[src/rtl/rf_writeback.sv]
// rtl/rf_writeback.sv - ALU/load writeback arbiter and FIFO feeding the register file write port
module rf_writeback #(
    parameter int width = 32,
    parameter int DEPTH = 2
) (
    input  logic                       clk,
    input  logic                       rst,
    input  logic                       alu_valid,
    output logic                       alu_ready,
    input  logic [4:0]                 alu_addr,
    input  logic [width-1:0]           alu_data,
    input  logic                       ld_valid,
    output logic                       ld_ready,
    input  logic [4:0]                 ld_addr,
    input  logic [width-1:0]           ld_data,
    input  logic                       wb_hold,
    output logic [width-1:0]           write_data,
    output logic [4:0]                 write_addr,
    output logic                       rf_en,
    output logic [$clog2(DEPTH+1)-1:0] fifo_count
);

    localparam int PW = $clog2(DEPTH);
    localparam int CW = $clog2(DEPTH + 1);

    logic [4:0]       addr_mem [DEPTH];
    logic [width-1:0] data_mem [DEPTH];

    logic [PW-1:0]    wr_ptr;
    logic [PW-1:0]    rd_ptr;
    logic [CW-1:0]    count;
    // 1 = ALU wins the next contested cycle; flips after every contested accept
    logic             prefer_alu;

    logic             not_full;
    logic             alu_grant;
    logic             ld_grant;
    logic             alu_acc;
    logic             ld_acc;
    logic             contested;
    logic [4:0]       acc_addr;
    logic [width-1:0] acc_data;
    logic             push;
    logic             pop;

    // Grant and handshake decode; readys depend only on state and valids, never on payload
    always_comb begin
        not_full  = (count < CW'(DEPTH));
        alu_grant = !ld_valid || (alu_valid && prefer_alu);
        ld_grant  = !alu_valid || (ld_valid && !prefer_alu);
        alu_ready = not_full && alu_grant;
        ld_ready  = not_full && ld_grant;
        alu_acc   = alu_valid && alu_ready;
        ld_acc    = ld_valid && ld_ready;
        contested = alu_valid && ld_valid && not_full;
        acc_addr  = alu_acc ? alu_addr : ld_addr;
        acc_data  = alu_acc ? alu_data : ld_data;
        // x0 writes complete the handshake but are never buffered
        push      = (alu_acc || ld_acc) && (acc_addr != 5'd0);
        pop       = !wb_hold && (count != '0);
    end

    // FIFO storage; contents need no reset since count gates every read
    always_ff @(posedge clk) begin
        if (push) begin
            addr_mem[wr_ptr] <= acc_addr;
            data_mem[wr_ptr] <= acc_data;
        end
    end

    // Pointers, occupancy, round-robin state and the registered write port
    always_ff @(posedge clk or negedge rst) begin
        if (!rst) begin
            wr_ptr     <= '0;
            rd_ptr     <= '0;
            count      <= '0;
            prefer_alu <= 1'b1;
            rf_en      <= 1'b0;
            write_addr <= '0;
            write_data <= '0;
        end else begin
            if (push) begin
                wr_ptr <= wr_ptr + PW'(1);
            end
            if (pop) begin
                rd_ptr     <= rd_ptr + PW'(1);
                rf_en      <= 1'b1;
                write_addr <= addr_mem[rd_ptr];
                write_data <= data_mem[rd_ptr];
            end else begin
                rf_en      <= 1'b0;
            end
            if (push && !pop) begin
                count <= count + CW'(1);
            end else if (pop && !push) begin
                count <= count - CW'(1);
            end
            if (contested) begin
                prefer_alu <= !prefer_alu;
            end
        end
    end

    assign fifo_count = count;

endmodule

[config.mk]
export PLATFORM = sky130hd
export DESIGN_NAME = rf_writeback
export DESIGN_NICKNAME = d
export VERILOG_FILES = /design/src/rtl/rf_writeback.sv
export SDC_FILE = /design/constraint.sdc
export NUM_CORES = 1
export LEC_CHECK = 0
export BUFFER_PORTS_ARGS = -buffer_cell sky130_fd_sc_hd__buf_4
export CORE_ASPECT_RATIO = 2
export CORE_MARGIN = 2
export CORE_UTILIZATION = 45
export CTS_BUF_LIST = sky130_fd_sc_hd__clkbuf_8
export DETAILED_ROUTE_END_ITERATION = 12
export MAX_ROUTING_LAYER = met4
export PLACE_DENSITY = 0.7
export SYNTH_ARGS = -nofsm -noshare
export SYNTH_HDL_FRONTEND = slang
export SYNTH_SLANG_ARGS = --single-unit
[constraint.sdc]
create_clock -name clk -period 4.55 [get_ports clk]
set_input_delay 0.91 -clock clk [delete_from_list [all_inputs] [get_ports clk]]
set_output_delay 0.91 -clock clk [all_outputs]
set_load 0.01 [all_outputs]
==> results.yml <==
status:
  outcome: "complete, no violations"
clocking:
  clock_latency_ns: 0.42
  cts_tree: "built"
  cts_hold_buf: 0
  post_cts_resized: 0
  numCtsBuffers: 17
  postCtsSetupRepairBufs: 0
  clkSinkCount: 117
  htree_levels: 4
  root_buffer: "clkbuf_8"
  clockBufferDepth: 2
  cts.reportedPaths.clkPinSlew_ns: 0.06
sta:
  period_minus_slack_ns: 3.026
  clock_skew_ns: 0.006061
  holdWs_ns: 0.4776
  rsz0062_at_grt: "no"
  hold_viol_final: 0
  fin_crit_sh_pct: 66.50
  fmax_ghz: 0.3305
  worstMarginPinSlew_ns: 1.116
  setup_violations: 0
  setup-tns-final_ns: 0
  report.final.slew_viol_count: 0
  max_slew_margin_pct: 25.62
cells_and_area:
  instances_no_fill: 580
  drive_above_1_share_pct: 43.37
  area_growth_pct: 30.03
  layout.nets: 512
  antenna_cells: 0
global_routing:
  use_met1_pct: 16.99
  grtUsageTotal_pct: 17.48
  grt_pass1_wl_um: 14520
  overflow: 0
  grt_pass1_vias: 3041
  grt_use_met3_pct: 5.983
  busiest_layer: "met2"
  grt.met2_usage_pct: 31.70
  grt_max_degree: 78
  grt_antenna_before_repair: 0
worst_setup_path:
  critPathMaxStageDelay_ns: 0.82
  worstRegToRegCells: 5
  required_ns: 4.59
  crit_family: "simple AND/OR/NAND/NOR gates"
  crit_cells: 6
  cp.arrival_ns: 3.06
  crit_start: "alu_valid"
  reg2reg_slack_ns: 1.63
  crit_path_top_delay_cell: "and2_2"
  r2r-start: "fifo_count[1]"
  critical_path_class: "input port to register"
  critPathLaunchType: "input port"
  critical_path_buf_inv_count: 1
  cp-end-kind: "register"
  path_cells: "buf_4, nor2b_2, nand2_2, mux2_4, a211oi_2, and2_2"
  critPathMaxFanout: 37
  endpoint: "data_mem[1][29]"
  rr_endpoint: "data_mem[1][29]"
yosys:
  synth_area_mm2: 0.004662
  ys_seq_area_share_pct: 70.77
  yosysWarnings: 0
  synth_seq_cells: 117
  synth_fp_nets: 386
  syn_area_per_cell_um2: 15.24
  syn_inst: 306
  yosys.cell_types.count: 25
die:
  rows: 52
  initial_utilization_pct: 46.23
  design.die.area_mm2: 0.01124
  die_x_um: 75.97
  die_height_um: 147.9
  ios: 121
  coreArea_mm2: 0.01008
route:
  drt_iter0_drc: 129
  num_vias: 2843
  routed_via_density: 4.902
  ant_nets: 0
  post_drt_wl_per_cell_um: 15.24
  dr.pass1.iters: 4
  drc: 0
  drt-total-wl_um: 8839
placed_design:
  io_buffers: 120
  dp_cells: 548
  gp_congestion: 0.7728
  place_hpwl_um: 6105
pwr:
  power.density_mw_per_mm2: 626.9
  p_leak_nw: 2.610
  ir_drop_v: 0.0003208
min_path:
  holdCritStartpoint: "write_data[15]"
  hp-class: "register to register"
run:
  maxCapViolations: 0
report_power, final:
part           leakage, nW  switching, W  internal, W
sequential            1.21      0.000250      0.00158
clock                0.210      0.000365     0.000473
combinational         1.19      0.000554     0.000576
total                 2.61       0.00117      0.00263
worst reg2reg max path, stage by stage, from the launching register on:
cell and delay, ns:
dfrtp_1 0.50, nor2b_2 0.20, nand2_2 0.25, mux2_4 0.38
a211oi_2 0.38, and2_2 0.82
layer usage:
metal | share of wire [%] | vias to the layer above
met3 | 4.5 | 14
li1 | - | 1367
met2 | 59 | 85
met5 | 0 | -
met4 | 1.7 | 0
met1 | 35 | 1377
cell type report:
class | instances | area [um2]
well taps | 135 | 168.9
repair buffers | 123 | 923.4
flip-flops and latches | 117 | 3301
clock inverters | 11 | 71.32
multi-input cells | 171 | 1301
clock buffers | 21 | 289.0
fillers | 804 | 4023
inverters | 2 | 7.507
metrics by stage:
stage | setup slack [ns] | area, um2 | util [%] | total power [W]
final | 1.524 | 6062 | 60.11 | 0.003800
after global routing | 1.377 | 6062 | 60.11 | 0.004043
after CTS | 1.496 | 6062 | 60.11 | 0.003860
after detailed placement | 1.043 | 5702 | 56.54 | 0.003020
after global placement | 1.143 | 5702 | 56.54 | 0.002960
after floorplan | 0.6420 | 4662 | - | 0.002466
state kept, by name, indices dropped and copies added, names as in the netlist:
register / flops
addr_mem: 10
data_mem: 64
fifo_count: 2
prefer_alu: 1
rd_ptr: 1
rf_en: 1
wr_ptr: 1
write_addr: 5
write_data: 32
cells in the final DEF, fill, tap and decap left out:
master / count
a211oi_2: 1
a21oi_1: 2
and2_2: 1
buf_4: 123
bufinv_16: 1
clkbuf_8: 21
clkinv_1: 1
clkinv_2: 3
dfrtp_1: 41
dfrtp_2: 1
dfstp_2: 1
edfxtp_1: 74
ha_1: 1
inv_1: 8
mux2_2: 36
mux2_4: 1
mux2i_1: 38
nand2_1: 39
nand2_2: 1
nand2b_1: 1
nor2_1: 2
nor2b_2: 1
nor2b_4: 1
nor4_1: 2
o21ai_0: 37
o21bai_4: 1
xnor2_1: 3
xor2_1: 3
cells by family (layout without fill, tap and decap cells):
family	after synthesis	after routing	share of synthesized area [%]
compound gates	41	41	4.616
mux	75	75	17.18
flops	117	117	70.77
buf+inv	18	157	1.745
xor+xnor	6	6	1.127
simple gates	48	48	4.295
fa+ha+maj	1	1	0.2683
worst min-delay path by stage:
stage	to	slack, ns	depth (start not counted)
after floorplan	wr_ptr	0.46	1
after global placement	write_data[21]	0.46	2
after detailed placement	write_data[23]	0.47	2
after CTS	write_data[23]	0.48	2
after global routing	write_data[27]	0.50	1
final	write_data[15]	0.48	2
Yosys cell counts, drive strengths merged:
| master | count | share of area (%) |
|---|---|---|
| and2 | 1 | 0.13 |
| a21oi | 2 | 0.21 |
| dfrtp | 42 | 23 |
| mux2i | 38 | 8.2 |
| nor2 | 2 | 0.16 |
| a211oi | 1 | 0.27 |
| o21bai | 1 | 0.16 |
| ha | 1 | 0.27 |
| nand2b | 1 | 0.13 |
| nor4 | 2 | 0.27 |
| xnor2 | 3 | 0.56 |
| nand2 | 40 | 3.3 |
| dfstp | 1 | 0.56 |
| buf | 9 | 1.0 |
| inv | 2 | 0.16 |
| mux2 | 37 | 9.0 |
| clkbuf | 7 | 0.56 |
| edfxtp | 74 | 48 |
| xor2 | 3 | 0.56 |
| nor2b | 2 | 0.32 |
| o21ai | 37 | 4.0 |
Note: power is estimated with default switching activity, not from simulation.
